$ cat config.mk
export PLATFORM = sky130hd
export DESIGN_NAME = multicycle_control
export DESIGN_NICKNAME = d
export VERILOG_FILES = /design/src/rtl/multicycle_control.sv
export SDC_FILE = /design/constraint.sdc
export NUM_CORES = 1
export LEC_CHECK = 0
export BUFFER_PORTS_ARGS = -buffer_cell sky130_fd_sc_hd__buf_2
export CELL_PAD_IN_SITES_DETAIL_PLACEMENT = 1
export CELL_PAD_IN_SITES_GLOBAL_PLACEMENT = 2
export CORE_MARGIN = 2
export CORE_UTILIZATION = 21
export CTS_CLUSTER_DIAMETER = 100
export DETAILED_ROUTE_END_ITERATION = 8
export GPL_TIMING_DRIVEN = 0
export PLACE_DENSITY_LB_ADDON = 0.2
export SLEW_MARGIN = 25
export SYNTH_ARGS = -nofsm -noshare
export SYNTH_HDL_FRONTEND = slang
export SYNTH_SLANG_ARGS = --single-unit
$ cat constraint.sdc
create_clock -name clk -period 2.1 [get_ports clk]
set_clock_uncertainty 0.1 [all_clocks]
set_input_delay 0.42 -clock clk [delete_from_list [all_inputs] [get_ports clk]]
set_output_delay 0.42 -clock clk [all_outputs]
set_load 0.05 [all_outputs]
$ cat src/rtl/multicycle_control.sv
// Main control FSM for the multicycle MIPS-subset core: sequences fetch,
// decode, execute, memory and writeback, driving all datapath enables/muxes.
module multicycle_control (
    input  logic       clk,
    input  logic       rst_n,
    input  logic [5:0] opcode,
    input  logic       zero,
    input  logic       mem_ready,
    output logic       pc_en,
    output logic       i_or_d,
    output logic       mem_read,
    output logic       mem_write,
    output logic       ir_write,
    output logic       mem_to_reg,
    output logic       reg_dst,
    output logic       reg_write,
    output logic       alu_src_a,
    output logic [1:0] alu_src_b,
    output logic [1:0] alu_op,
    output logic [1:0] pc_source,
    output logic       instr_done,
    output logic       illegal_op,
    output logic [3:0] state
);

    localparam int unsigned OP_W = 6;
    localparam int unsigned ST_W = 4;

    localparam logic [OP_W-1:0] OP_RTYPE = 6'b000000;
    localparam logic [OP_W-1:0] OP_LW    = 6'b100011;
    localparam logic [OP_W-1:0] OP_SW    = 6'b101011;
    localparam logic [OP_W-1:0] OP_BEQ   = 6'b000100;
    localparam logic [OP_W-1:0] OP_BNE   = 6'b000101;
    localparam logic [OP_W-1:0] OP_ADDI  = 6'b001000;
    localparam logic [OP_W-1:0] OP_J     = 6'b000010;

    typedef enum logic [ST_W-1:0] {
        S_IDLE   = 4'd0,
        S_FETCH  = 4'd1,
        S_DECODE = 4'd2,
        S_MEMADR = 4'd3,
        S_MEMRD  = 4'd4,
        S_MEMWB  = 4'd5,
        S_MEMWR  = 4'd6,
        S_EXEC   = 4'd7,
        S_ALUWB  = 4'd8,
        S_ADDIEX = 4'd9,
        S_ADDIWB = 4'd10,
        S_BRANCH = 4'd11,
        S_JUMP   = 4'd12
    } state_t;

    state_t cur, nxt;

    assign state = ST_W'(cur);

    // State register; reset drops every enable asynchronously via IDLE.
    always_ff @(posedge clk or negedge rst_n) begin
        if (!rst_n) cur <= S_IDLE;
        else        cur <= nxt;
    end

    // Next-state and Moore/Mealy output decode.
    always_comb begin
        nxt        = S_IDLE;
        pc_en      = 1'b0;
        i_or_d     = 1'b0;
        mem_read   = 1'b0;
        mem_write  = 1'b0;
        ir_write   = 1'b0;
        mem_to_reg = 1'b0;
        reg_dst    = 1'b0;
        reg_write  = 1'b0;
        alu_src_a  = 1'b0;
        alu_src_b  = 2'b00;
        alu_op     = 2'b00;
        pc_source  = 2'b00;
        instr_done = 1'b0;
        illegal_op = 1'b0;
        case (cur)
            S_IDLE: nxt = S_FETCH;
            S_FETCH: begin
                mem_read  = 1'b1;
                alu_src_b = 2'b01;
                if (mem_ready) begin
                    ir_write = 1'b1;
                    pc_en    = 1'b1;
                    nxt      = S_DECODE;
                end else begin
                    nxt = S_FETCH;
                end
            end
            S_DECODE: begin
                // Branch target is precomputed into ALUOut here.
                alu_src_b = 2'b11;
                case (opcode)
                    OP_LW, OP_SW:    nxt = S_MEMADR;
                    OP_RTYPE:        nxt = S_EXEC;
                    OP_BEQ, OP_BNE:  nxt = S_BRANCH;
                    OP_ADDI:         nxt = S_ADDIEX;
                    OP_J:            nxt = S_JUMP;
                    default: begin
                        illegal_op = 1'b1;
                        instr_done = 1'b1;
                        nxt        = S_FETCH;
                    end
                endcase
            end
            S_MEMADR: begin
                alu_src_a = 1'b1;
                alu_src_b = 2'b10;
                nxt       = (opcode == OP_LW) ? S_MEMRD : S_MEMWR;
            end
            S_MEMRD: begin
                i_or_d   = 1'b1;
                mem_read = 1'b1;
                nxt      = mem_ready ? S_MEMWB : S_MEMRD;
            end
            S_MEMWB: begin
                reg_write  = 1'b1;
                mem_to_reg = 1'b1;
                instr_done = 1'b1;
                nxt        = S_FETCH;
            end
            S_MEMWR: begin
                i_or_d    = 1'b1;
                mem_write = 1'b1;
                if (mem_ready) begin
                    instr_done = 1'b1;
                    nxt        = S_FETCH;
                end else begin
                    nxt = S_MEMWR;
                end
            end
            S_EXEC: begin
                alu_src_a = 1'b1;
                alu_op    = 2'b10;
                nxt       = S_ALUWB;
            end
            S_ALUWB: begin
                reg_write  = 1'b1;
                reg_dst    = 1'b1;
                instr_done = 1'b1;
                nxt        = S_FETCH;
            end
            S_ADDIEX: begin
                alu_src_a = 1'b1;
                alu_src_b = 2'b10;
                nxt       = S_ADDIWB;
            end
            S_ADDIWB: begin
                reg_write  = 1'b1;
                instr_done = 1'b1;
                nxt        = S_FETCH;
            end
            S_BRANCH: begin
                // Opcode is held by the IR, so BEQ/BNE is resolved directly.
                alu_src_a  = 1'b1;
                alu_op     = 2'b01;
                pc_source  = 2'b01;
                instr_done = 1'b1;
                pc_en      = (opcode == OP_BNE) ? ~zero : zero;
                nxt        = S_FETCH;
            end
            S_JUMP: begin
                pc_source  = 2'b10;
                pc_en      = 1'b1;
                instr_done = 1'b1;
                nxt        = S_FETCH;
            end
            default: nxt = S_IDLE;
        endcase
    end

endmodule

After elaboration in Yosys (flattened, before gate mapping):

Index checks and enable logic that the tools add are counted.

* bits of input ports: 10
* output and inout bits: 21
* register bits: 4

* bitwise logic cells: 1
* reduce and logical (&&, ||, !) cells: 12
* mux-type cells: 23
* eq/ne operators: 18

Operators by type and width (number)
* case mux 4 bit (8 select lines): 1
* equality test 4 bit, second input constant: 5
* case mux 4 bit (5 select lines): 1
* equality test 4 x 3 -> 1 bit, second input constant: 4
* two-way mux 1 bit: 13
* equality test 6 x 3 -> 1 bit, second input constant: 2
* equality test 6 bit, second input constant: 2
* OR reduction 2 bit: 5
* equality test 4 x 2 -> 1 bit, second input constant: 2
* case mux 2 bit (2 select lines): 2
* OR reduction 7 bit: 1
* equality test 6 x 2 -> 1 bit, second input constant: 1
* equality test 6 x 4 -> 1 bit, second input constant: 1
* zero test 6 bit: 1
* case mux 1 bit (3 select lines): 2
* case mux 2 bit (3 select lines): 1
* OR reduction 6 bit: 1
* OR reduction 5 bit: 1
* equality test 4 x 1 -> 1 bit, second input constant: 1
* zero test 4 bit: 1
* two-way mux 2 bit: 2
* OR reduction 4 bit: 1
* two-way mux 3 bit: 1
* OR reduction 3 bit: 1
* NOT 1 bit: 1

Logic depth before layout (Yosys ltp):

* word-level depth: 4
* mapped depth: 5
* gate-level depth less buffers: 4

Worst setup path before layout:

Ideal clock, no wire load.

* kind: flip-flop to output port
* start: register cur[3], in the netlist state[3]
* end: output pc_en
* path slack: -1.206 ns
* cell stages (with the launch flop): 5
* data arrival time: 2.786 ns
* required time: 1.580 ns
* cell sequence: dfrtp_1 -> clkbuf_1 -> nand2_1 -> nor3b_1 -> a211o_1

* word-level cells in the longest chain between the ends: 2
* elaborated cells between the ends (all ways): 4
* those cells by class: eq/ne: 3; mux: 1

Ends and longest elaborated chain
* from (decl): line 53 `state_t cur, nxt;`
* from (signal assigned): line 60 `else cur <= nxt;`
* equality test 4 bit / equality test 4 x 1 -> 1 bit (equally long branches): line 80 `case (cur)`
* case mux 1 bit (3 select lines) (*): line 80
* to (decl): line 9 `output logic pc_en,`

Mark *: on every way between the ends. The rest lies on a longest branch, timed or not.

Final worst setup path:

* start: input opcode[3]
* end: output instr_done

* word-level cells in the longest chain between the ends: 4
* elaborated cells between the ends (all ways): 10
* those cells by class: eq/ne: 6; mux: 2; reduce/logical: 2

Ends and longest elaborated chain
* from (decl): line 6 `input logic [5:0] opcode,`
* equality test 6 bit, or another cell as far along: line 96 `case (opcode)`
* OR reduction 7 bit (no line) (*)
* two-way mux 1 bit (*): line 96
* case mux 1 bit (3 select lines) (*): line 80
* to (decl): line 21 `output logic instr_done,`

Marks and branches as above.

==> summary.md <==
| Metric | Value |
|---|---|
| #FFs+latches synth | 4 |
| Root Driver | clkbuf_4 |
| Filler cell count | 318 |
| Gpl congestion | 0.820 |
| Die area | 3160 um2 |
| Initial antenna violation count | 0 |
| Largest net degree at the start of global routing | 11 |
| CTS max path bufs | 2 |
| Sequential share of the synthesized area | 17.5% |
| Fin. Hold Viols | 0 |
| CP endpoint kind | output port |
| Core Box Area | 2520 um2 |
| I/O pins | 31 |
| Die Ht | 56.2 um |
| Antenna Violating Nets Remaining | 0 |
| Via Count | 773 |
| Fmax | 451 MHz |
| Hold Crit Class | in -> reg |
| Max-Cap Viols | 0 |
| Post-synth top area share | 17.5% |
| Detailed Place HPWL | 1590 um |
| Worst-path clk slew | 40 ps |
| Floorplan row count | 18 |
| Final setup fails | 3 |
| Gr busiest metal | met2 |
| Fin nets | 135 |
| Status | finished, violations left |
| Area of the multi-input gates | 558 um2 |
| CTS sink cnt | 4 |
| Overall power | 0.00179 W |
| Failing checks | negative setup slack |
| Min Clock Period, post-route | 2210 ps |
| Cell Area, Synth | 572 um2 |
| H-tree depth | 1 |
| Commonest non-fill, non-tap cells in the layout | buf_2, buf_4, nor2_1, nand2_1 |
| First-pass GRT wire length | 3780 um |
| Max-slew headroom | 71.5% |
| Drt pass-1 iters | 4 |
| Area growth syn-to-layout | 93.0% |
| Met1 usage | 19.1% |
| Worst Path Max Fanout | 6 |
| RSZ-0062 raised after global routing | yes |
| GR Util All Layers | 14.9% |
| Met2 Usage GRT | 25.9% |
| Setup WS post-layout | -115 ps |
| Final Util | 43.8% |
| CTS tree | done |
| Total CTS buffers | 3 |
| Placement-stage cell area | 890 um2 |
| Max FFs per register | 4 |
| I/O Buffers | 28 |
| Antenna cells | 0 |
| Worst-margin pin slew | 422 ps |
| Hold slack final | 388 ps |
| CP arrival | 1690 ps |
| Yosys top cell by area | dfrtp_1 |
| Congestion Overflow GR | 0 |
| Maximum vdd drop | 0.907 mV |
| Synth warn | 0 |
| Syn nets | 93 |
| Cells after synthesis | 83 |
| DRC Markers | 0 |
| Final setup TNS | -144 ps |
| P_leak | 0.497 nW |
| Crit path launch type | input port |
| WP data required | 1580 ps |
| Number of distinct library cells after synthesis | 36 |
| Most common cell after layout, fill and taps aside | buf_2 |
| Slew Viols, Final | 0 |
| Storage element area | 105 um2 |
| DR iter-0 viols | 16 |
| Starting Density | 22.7% |
| Critical path type | in -> out |
| Die width | 56.2 um |
| Tcrit/Tclk final | 105% |
| PwrDens | 1620 nW/um2 |
| Final instance area | 1100 um2 |
| Clk_lat worst skew | 240 ps |
| Vias/cell | 5.05 |
| Synth area leaders | dfrtp_1, nor2_1, nor3_1 |
| Average size of a mapped cell | 6.89 um2 |
| Post-DR wirelength/cell | 14.3 um |
| Met3 usage | 1.16% |
| Post-Route WL | 2190 um |
| Share of cells above drive strength 1 | 61.8% |
| Vias in the first global route | 793 |
-- per-stage QoR --
stage / std cells / setup slack (ps)
floorplan: 83 / -139
global placement: 141 / -158
detailed placement: 141 / -161
CTS: 152 / -109
global route: 153 / -164
finish: 153 / -115
-- final cells by class --
| cell class | instances | area share [%] |
|---|---|---|
| clock buffers | 3 | 2.04 |
| repair buffers | 38 | 23.4 |
| multi-input cells | 67 | 50.6 |
| inverters | 3 | 1.02 |
| well taps | 30 | 3.40 |
| flip-flops and latches | 4 | 9.52 |
| plain buffers | 8 | 10.1 |
-- critical path, stage by stage --
cell     delay [ps]
buf_2           150
nor2_4          130
a31oi_2          90
o311a_4         310
or4_4           420
buf_8           170
-- worst paths after layout --
kind	slack (ps)	cells after the start	endpoint	from
min in group asynchronous	400	2	state[2]$_DFF_PN0_	rst_n
max in group asynchronous	1360	2	state[0]$_DFF_PN0_	rst_n
worst max register to register	630	5	state[1]$_DFF_PN0_	state[1]$_DFF_PN0_
worst min-delay path	390	3	state[0]$_DFF_PN0_	opcode[1]
worst max-delay path	-110	6	instr_done	opcode[3]
worst min register to register	680	4	state[2]$_DFF_PN0_	state[1]$_DFF_PN0_
-- kinds of logic after synthesis --
family,count (synthesis),share of synthesized area [%]
compound gates,22,26.7
xor+xnor,3,4.60
buf+inv,12,10.7
flops,4,17.5
simple gates,42,40.5
-- metal layers --
layer / vias to the layer above / part of all wire, %
li1: 383 / -
met1: 370 / 43
met2: 18 / 52
met3: 2 / 3.8
met4: 0 / 1.4
met5: - / 0
-- Yosys cell counts --
| cell | number |
|---|---|
| nor2_1 | 10 |
| buf_1 | 1 |
| buf_4 | 2 |
| o21a_1 | 1 |
| xnor2_1 | 3 |
| nand3b_1 | 1 |
| nor4b_1 | 1 |
| or4_1 | 2 |
| nor2_4 | 1 |
| buf_2 | 1 |
| a22o_1 | 1 |
| nand2b_1 | 4 |
| a21oi_1 | 5 |
| a21boi_0 | 1 |
| inv_1 | 3 |
| clkbuf_1 | 4 |
| nor2b_1 | 3 |
| o41ai_1 | 1 |
| buf_6 | 1 |
| dfrtp_1 | 4 |
| o22ai_1 | 2 |
| o211ai_1 | 2 |
| nor3_1 | 7 |
| nand4b_1 | 1 |
| nand4_1 | 1 |
| a211o_1 | 2 |
| nand3_1 | 2 |
| and3b_1 | 1 |
| nand2_1 | 6 |
| o31ai_1 | 1 |
| a31oi_1 | 2 |
| and2b_2 | 1 |
| a32o_1 | 1 |
| o311a_1 | 1 |
| nor3b_1 | 1 |
| o21ai_0 | 2 |
-- timing repair --
action / 4_1_cts / 5_1_grt
gates resized for setup: 19 / 9
hold buffers: 1 / 0
hold endpoints to repair: 4 / 0
buffers inserted: 8 / 1
pin swaps: 1 / 1
endpoints found under the setup margin: 8 / 7
-- where the power goes --
part | total [W] | switching [W] | internal (W)
Sequential | 0.000160 | 0.0000457 | 0.000114
Clock | 0.000100 | 0.0000360 | 0.0000642
Combinational | 0.00153 | 0.000965 | 0.000566
Note: power is estimated with default switching activity, not from simulation.
